===== config.mk =====
export PLATFORM = sky130hd
export DESIGN_NAME = data_memory_controller
export DESIGN_NICKNAME = d
export VERILOG_FILES = /design/src/rtl/data_memory_controller_pkg.sv /design/src/rtl/data_memory_controller_load_aligner.sv /design/src/rtl/data_memory_controller.sv
export SDC_FILE = /design/constraint.sdc
export NUM_CORES = 1
export LEC_CHECK = 0
export ABC_AREA = 1
export BUFFER_PORTS_ARGS = -buffer_cell sky130_fd_sc_hd__buf_2
export CAP_MARGIN = 20
export CORE_MARGIN = 10
export CORE_UTILIZATION = 44
export CTS_BUF_LIST = sky130_fd_sc_hd__clkbuf_8
export CTS_CLUSTER_SIZE = 16
export DETAILED_ROUTE_END_ITERATION = 12
export PLACE_DENSITY = 0.88
export SLEW_MARGIN = 20
export SYNTH_ARGS = -nofsm -noshare
export SYNTH_HDL_FRONTEND = slang
export SYNTH_SLANG_ARGS = --single-unit
export TNS_END_PERCENT = 1

===== constraint.sdc =====
create_clock -name clock -period 1.6 [get_ports clock]
set_clock_uncertainty 0.15 [all_clocks]
set_input_delay 0.24 -clock clock [delete_from_list [all_inputs] [get_ports clock]]
set_output_delay 0.24 -clock clock [all_outputs]
set_load 0.03 [all_outputs]

===== src/rtl/data_memory_controller_pkg.sv =====
// Shared types and width helpers for the data-memory controller and its load aligner.
package data_memory_controller_pkg;

    localparam int unsigned BYTE_W = 8;

    typedef enum logic [1:0] {
        Idle = 2'd0,
        Wait = 2'd1,
        Done = 2'd2
    } mem_ctrl_state_t;

    function automatic int unsigned lane_count(input int unsigned data_size);
        return data_size / BYTE_W;
    endfunction

    function automatic int unsigned offset_width(input int unsigned data_size);
        return $clog2(data_size / BYTE_W);
    endfunction

endpackage


===== src/rtl/data_memory_controller_load_aligner.sv =====
// Shifts bus read data down to the addressed byte lane, masks it to the access
// size and sign- or zero-extends from the top enabled byte.
module load_aligner
    import data_memory_controller_pkg::*;
#(
    parameter int unsigned DATA_SIZE = 32
) (
    input  logic [DATA_SIZE-1:0]                    data_i,
    input  logic [offset_width(DATA_SIZE)-1:0]      off_i,
    input  logic [lane_count(DATA_SIZE)-1:0]        byte_en_i,
    input  logic                                    sign_i,
    output logic [DATA_SIZE-1:0]                    data_o
);

    localparam int unsigned LANES = lane_count(DATA_SIZE);

    logic [DATA_SIZE-1:0] shifted;
    logic [LANES-1:0]     top_lane;
    logic [LANES-1:0]     lane_msb;
    logic                 ext_bit;

    assign shifted = data_i >> {off_i, 3'b000};

    genvar gi;
    generate
        for (gi = 0; gi < LANES; gi++) begin : g_lane
            // Size masks are contiguous from lane 0, so the top lane is the last set bit.
            if (gi == LANES - 1) begin : g_last
                assign top_lane[gi] = byte_en_i[gi];
            end else begin : g_inner
                assign top_lane[gi] = byte_en_i[gi] & ~byte_en_i[gi+1];
            end
            assign lane_msb[gi] = shifted[BYTE_W*gi + BYTE_W-1];
            assign data_o[BYTE_W*gi +: BYTE_W] = byte_en_i[gi] ? shifted[BYTE_W*gi +: BYTE_W]
                                                               : {BYTE_W{ext_bit}};
        end
    endgenerate

    assign ext_bit = sign_i & (|(top_lane & lane_msb));

endmodule


===== src/rtl/data_memory_controller.sv =====
// Responder for the core's level-held load/store request, bridged onto a Wishbone-classic bus.
// Optional bus watchdog: define MEM_CTRL_TIMEOUT_EN to enable the TIMEOUT_CYCLES limit in Wait.
module data_memory_controller
    import data_memory_controller_pkg::*;
#(
    parameter int unsigned DATA_SIZE      = 32,
    parameter int unsigned TIMEOUT_CYCLES = 255
) (
    input  logic                               clock,
    input  logic                               reset,
    input  logic                               rd_en,
    input  logic                               wr_en,
    input  logic [DATA_SIZE-1:0]               addr,
    input  logic [DATA_SIZE-1:0]               wr_data,
    input  logic [lane_count(DATA_SIZE)-1:0]   byte_en,
    input  logic                               mem_signed,
    output logic [DATA_SIZE-1:0]               rd_data,
    output logic                               mem_busy,
    output logic                               misaligned,
    output logic                               access_fault,
    output logic                               wb_cyc,
    output logic                               wb_stb,
    output logic                               wb_we,
    output logic [DATA_SIZE-1:0]               wb_adr,
    output logic [lane_count(DATA_SIZE)-1:0]   wb_sel,
    output logic [DATA_SIZE-1:0]               wb_dat_o,
    input  logic [DATA_SIZE-1:0]               wb_dat_i,
    input  logic                               wb_ack
);

    localparam int unsigned LANES = lane_count(DATA_SIZE);
    localparam int unsigned OFF_W = offset_width(DATA_SIZE);

    mem_ctrl_state_t      state_q, state_d;
    logic [DATA_SIZE-1:0] rd_data_q, rd_data_d;
    logic                 misaligned_q, misaligned_d;

    logic                 req;
    logic [OFF_W-1:0]     off;
    logic [OFF_W-1:0]     size_mask;
    logic                 addr_misaligned;
    logic                 bus_active;
    logic                 busy_c;
    logic                 capture_load;
    logic                 capture_zero;
    logic [DATA_SIZE-1:0] load_ext;

    assign req = rd_en | wr_en;
    assign off = addr[OFF_W-1:0];

    // Byte enables are 1/3/F/FF, so bit j of (size-1) is simply byte_en[2**j].
    genvar gi;
    generate
        for (gi = 0; gi < OFF_W; gi++) begin : g_size_mask
            assign size_mask[gi] = byte_en[1 << gi];
        end
    endgenerate

    assign addr_misaligned = |(off & size_mask);

    load_aligner #(
        .DATA_SIZE (DATA_SIZE)
    ) u_load_aligner (
        .data_i    (wb_dat_i),
        .off_i     (off),
        .byte_en_i (byte_en),
        .sign_i    (mem_signed),
        .data_o    (load_ext)
    );

`ifdef MEM_CTRL_TIMEOUT_EN
    localparam int unsigned TMR_W = $clog2(TIMEOUT_CYCLES + 1);

    logic [TMR_W-1:0] timer_q, timer_d;
    logic             fault_q, fault_d;

    assign timer_d      = (state_q == Wait) ? timer_q + 1'b1 : '0;
    assign access_fault = fault_q;

    always_ff @(posedge clock or negedge reset) begin
        if (!reset) begin
            timer_q <= '0;
            fault_q <= 1'b0;
        end else begin
            timer_q <= timer_d;
            fault_q <= fault_d;
        end
    end
`else
    assign access_fault = 1'b0;
`endif

    always_comb begin
        state_d      = state_q;
        misaligned_d = 1'b0;
        bus_active   = 1'b0;
        busy_c       = 1'b0;
        capture_load = 1'b0;
        capture_zero = 1'b0;
`ifdef MEM_CTRL_TIMEOUT_EN
        fault_d      = 1'b0;
`endif
        case (state_q)
            Idle: begin
                if (req) begin
                    busy_c = 1'b1;
                    if (addr_misaligned) begin
                        state_d      = Done;
                        misaligned_d = 1'b1;
                        capture_zero = 1'b1;
                    end else begin
                        bus_active = 1'b1;
                        if (wb_ack) begin
                            state_d      = Done;
                            capture_load = ~wr_en;
                        end else begin
                            state_d = Wait;
                        end
                    end
                end
            end
            Wait: begin
                busy_c     = 1'b1;
                bus_active = 1'b1;
                if (wb_ack) begin
                    state_d      = Done;
                    capture_load = ~wr_en;
                end
`ifdef MEM_CTRL_TIMEOUT_EN
                else if (timer_q == TMR_W'(TIMEOUT_CYCLES - 1)) begin
                    state_d      = Done;
                    fault_d      = 1'b1;
                    capture_zero = 1'b1;
                end
`endif
            end
            Done:    state_d = Idle;
            default: state_d = Idle;
        endcase
    end

    always_comb begin
        rd_data_d = rd_data_q;
        if (capture_zero) begin
            rd_data_d = '0;
        end else if (capture_load) begin
            rd_data_d = load_ext;
        end
    end

    always_ff @(posedge clock or negedge reset) begin
        if (!reset) begin
            state_q      <= Idle;
            rd_data_q    <= '0;
            misaligned_q <= 1'b0;
        end else begin
            state_q      <= state_d;
            rd_data_q    <= rd_data_d;
            misaligned_q <= misaligned_d;
        end
    end

    // Reset gates the combinational outputs so a held request cannot re-raise the bus during reset.
    assign wb_cyc     = bus_active & reset;
    assign wb_stb     = bus_active & reset;
    assign wb_we      = bus_active & reset & wr_en;
    assign wb_sel     = (bus_active & reset) ? (byte_en << off) : '0;
    assign wb_adr     = {addr[DATA_SIZE-1:OFF_W], {OFF_W{1'b0}}};
    assign wb_dat_o   = wr_data << {off, 3'b000};
    assign mem_busy   = busy_c & reset;
    assign misaligned = misaligned_q;
    assign rd_data    = rd_data_q;

endmodule

==> key figures <==
Outcome
  • Status: finished with violations
  • Failing checks: setup timing

Layout
  • Nets: 736
  • Area Growth Syn to Fin: 37.82%
  • Ant diodes: 0
  • # fillers: 644
  • Share of post-route cells with drive strength above 1: 0.3788
  • Non-Filler Instances: 727

Critical path
  • CP max FO: 6
  • Critical path's slowest cell: dfrtp_1
  • Critical path origin: state_q[1]
  • FF-to-FF path depth: 8
  • Max incr delay on CP: 0.40 ns
  • RR Endpoint: rd_data[10]
  • Internal reg-to-reg setup slack: 0.03 ns
  • Family with the most delay on the worst path: flip-flops
  • Critical Path Stages: 7
  • Sequence of cells on the critical path: inv_2 > o21ai_2 > nor2_4 > nand2_2 > buf_12 > a211oi_4 > buf_6
  • Data required time of the critical path: 1.21 ns
  • Critical path class: reg2out
  • FF-to-FF Start: state_q[1]
  • Critical path arrival: 1.49 ns
  • WP buf/inv: 3
  • Worst setup EP type: primary output
  • Startpoint Class: flop
  • CP Capture Point: wb_sel[3]

Timing
  • Final setup violation count: 8
  • Final Max Slew Viols: 0
  • Final Hold Viols: 0
  • Setup TNS: -1.521 ns
  • Final Worst Setup Slack: -0.2803 ns
  • Final worst-path cycle share: 1.175
  • Max Clk Rate: 0.5318 GHz
  • Minimum clock period: 1.880 ns
  • RSZ-0062 raised after global routing: yes

Power and ir drop
  • Leakage power: 2.480 nW
  • Maximum vdd ir drop: 617.5 µV
  • Power density over the cells: 790.5 mW/mm²

Drt
  • 1st-iter DRT viols: 291
  • Met2 WL: 6054 µm
  • DR pass1 iterations: 5
  • Vias/cell: 5.276
  • DRT Wirelength: 12180 µm
  • Metal-1 WL: 4581 µm
  • DR top layer: met4
  • Vias: 3836
  • Routed Antenna Nets: 0
  • Drt drc: 0
  • Met3 routed WL: 1174 µm
  • Routed len/inst: 16.75 µm

Synthesis
  • Syn Area/Cell: 6.299 µm²
  • Register area share after synthesis: 0.2781
  • Synth cell types: 27
  • Register bit total from synthesis: 35
  • Warnings from Yosys: 0
  • Syn Inst Count: 500
  • Cell area after synthesis: 0.003149 mm²

Clocking
  • TritonCTS clock tree: yes
  • Worst-skew pair later-pin latency: 0.29 ns
  • Post-CTS setup buffer count: 0
  • Clock transition at the registers of the reported paths: 0.08 ns
  • Inserted Clock Buffers: 5
  • Clock buffer depth: 2
  • CTS sink cnt: 35
  • Htree depth: 2
  • Clock tree root driver cell: clkbuf_8

GRT
  • First-pass GRT wire length: 18910 µm
  • Largest net degree at the start of global routing: 36
  • Initial antenna violation count: 0
  • All-Layer GR Usage: 0.2057
  • Vias in the first global route: 3685
  • Grt ovf: 0

Place
  • # placed instances: 718
  • IO Port Bufs: 148
  • Hpwl dp: 9412 µm
  • Routability congestion estimate: 0.9441

Floorplan
  • Die Area: 0.01094 mm²
  • Initial core utilization: 0.4585
  • Top Ports: 212
  • Num rows: 30
  • Die Ht: 104.6 µm
  • Die width: 104.6 µm
  • CORE AREA: 0.006869 mm²

Flow run
  • Max_cap viols: 0

Hold path
  • Worst min-delay path class: in2reg
-- kinds of logic after synthesis --
logic type | count (synthesis) | share of synthesized area
AND/OR/NAND/NOR | 252 | 0.3341
AO/OA/AOI/OAI | 106 | 0.1796
buffers and inverters | 99 | 0.1847
flip-flops | 35 | 0.2781
multiplexers | 7 | 0.02225
other | 1 | 0.001191
-- worst reg2reg max path, cell delays in order (launching register included) --
cell and delay (ns):
dfrtp_1 0.40, inv_2 0.07, o21ai_2 0.08, nor2_1 0.20, nand3_4 0.17, buf_12 0.20, nor2_1 0.11, nand2_1 0.07
nand2_1 0.06
-- state kept, by name, summed over array words and instances, names as in the netlist --
name and count:
rd_data 32, misaligned 1, state_q 2
-- synth_stat cells, drive strengths merged --
master / number / share of area
a211oi: 3 / 0.0072
clkbuf: 6 / 0.0072
inv: 30 / 0.037
o22ai: 1 / 0.0020
o21ai: 45 / 0.073
nor3: 2 / 0.0032
a21oi: 48 / 0.076
conb: 1 / 0.0012
dfrtp: 35 / 0.28
a22oi: 9 / 0.021
or2: 1 / 0.0020
buf: 63 / 0.14
mux2i: 7 / 0.022
nand2: 135 / 0.17
nor2: 72 / 0.086
nand4: 1 / 0.0020
nand3: 41 / 0.071
-- through the flow --
stage                     hold WS (ns)    util  setup slack, ns  total power [mW]  cell area, µm²
after floorplan                -0.2056       -          -0.1226             2.222            3293
after global placement          0.1885  0.5980         -0.05433             2.616            4108
after detailed placement        0.2121  0.5980          -0.1061             2.655            4108
after CTS                      0.05081  0.6244          -0.2829             3.416            4289
after global routing           0.06725  0.6319          -0.3452             3.621            4340
final                          0.05193  0.6319          -0.2803             3.431            4340
-- cells in the final DEF (no fill, tap or decap), types with 4 or more instances in the layout --
cell      Yosys  layout
a22oi_2       0       9
nand3_1      39      39
nor2_1       72      69
o21ai_1       1       4
inv_1        26      24
buf_6         3      10
a21oi_1      48      43
nand2_1     129     128
dfrtp_1      35      35
buf_4        44      37
nand2_2       3       4
buf_2        16     128
a21oi_2       0       5
buf_12        0       9
o21ai_0      43      39
clkbuf_8      0       7
mux2i_1       7       4
inv_2         3       5
-- power by group --
| group | internal [mW] | total (mW) | switching [mW] |
|---|---|---|---|
| sequential | 1.01 | 1.09 | 0.0727 |
| combinational | 0.561 | 1.61 | 1.05 |
| clock | 0.392 | 0.729 | 0.337 |
| total | 1.97 | 3.43 | 1.46 |
-- routing by layer --
layer / track usage / up-vias
met5: 0 / -
met4: 0.06569 / 0
met3: 0.06511 / 42
met2: 0.3532 / 219
met1: 0.2379 / 1732
li1: - / 1843
-- how the worst min path moves through the flow --
stage	start	cells past startpoint	endpoint
finish	wb_ack	4	state_q[0]
CTS	wb_ack	4	state_q[0]
floorplan	reset	0	misaligned
detailed placement	reset	2	misaligned
global placement	reset	2	misaligned
global route	wb_ack	4	state_q[0]
-- layout make-up --
type	count	area (µm²)	share of cell area
inverter	30	120.1	0.02767
tap	96	120.1	0.02767
sequential	35	875.8	0.2018
multi-input combinational	368	1847	0.4255
clock inverter	1	7.507	0.001730
timing repair buffer	190	1274	0.2935
clock buffer	7	96.34	0.02220
-- timing repair --
item	in CTS	in global routing
gates resized for setup	24	23
pin swaps	1	1
endpoints found under the setup margin	29	54
hold buffers	1	0
endpoints found under the hold margin	35	0
No activity file was read; power rests on OpenSTA's default activity.
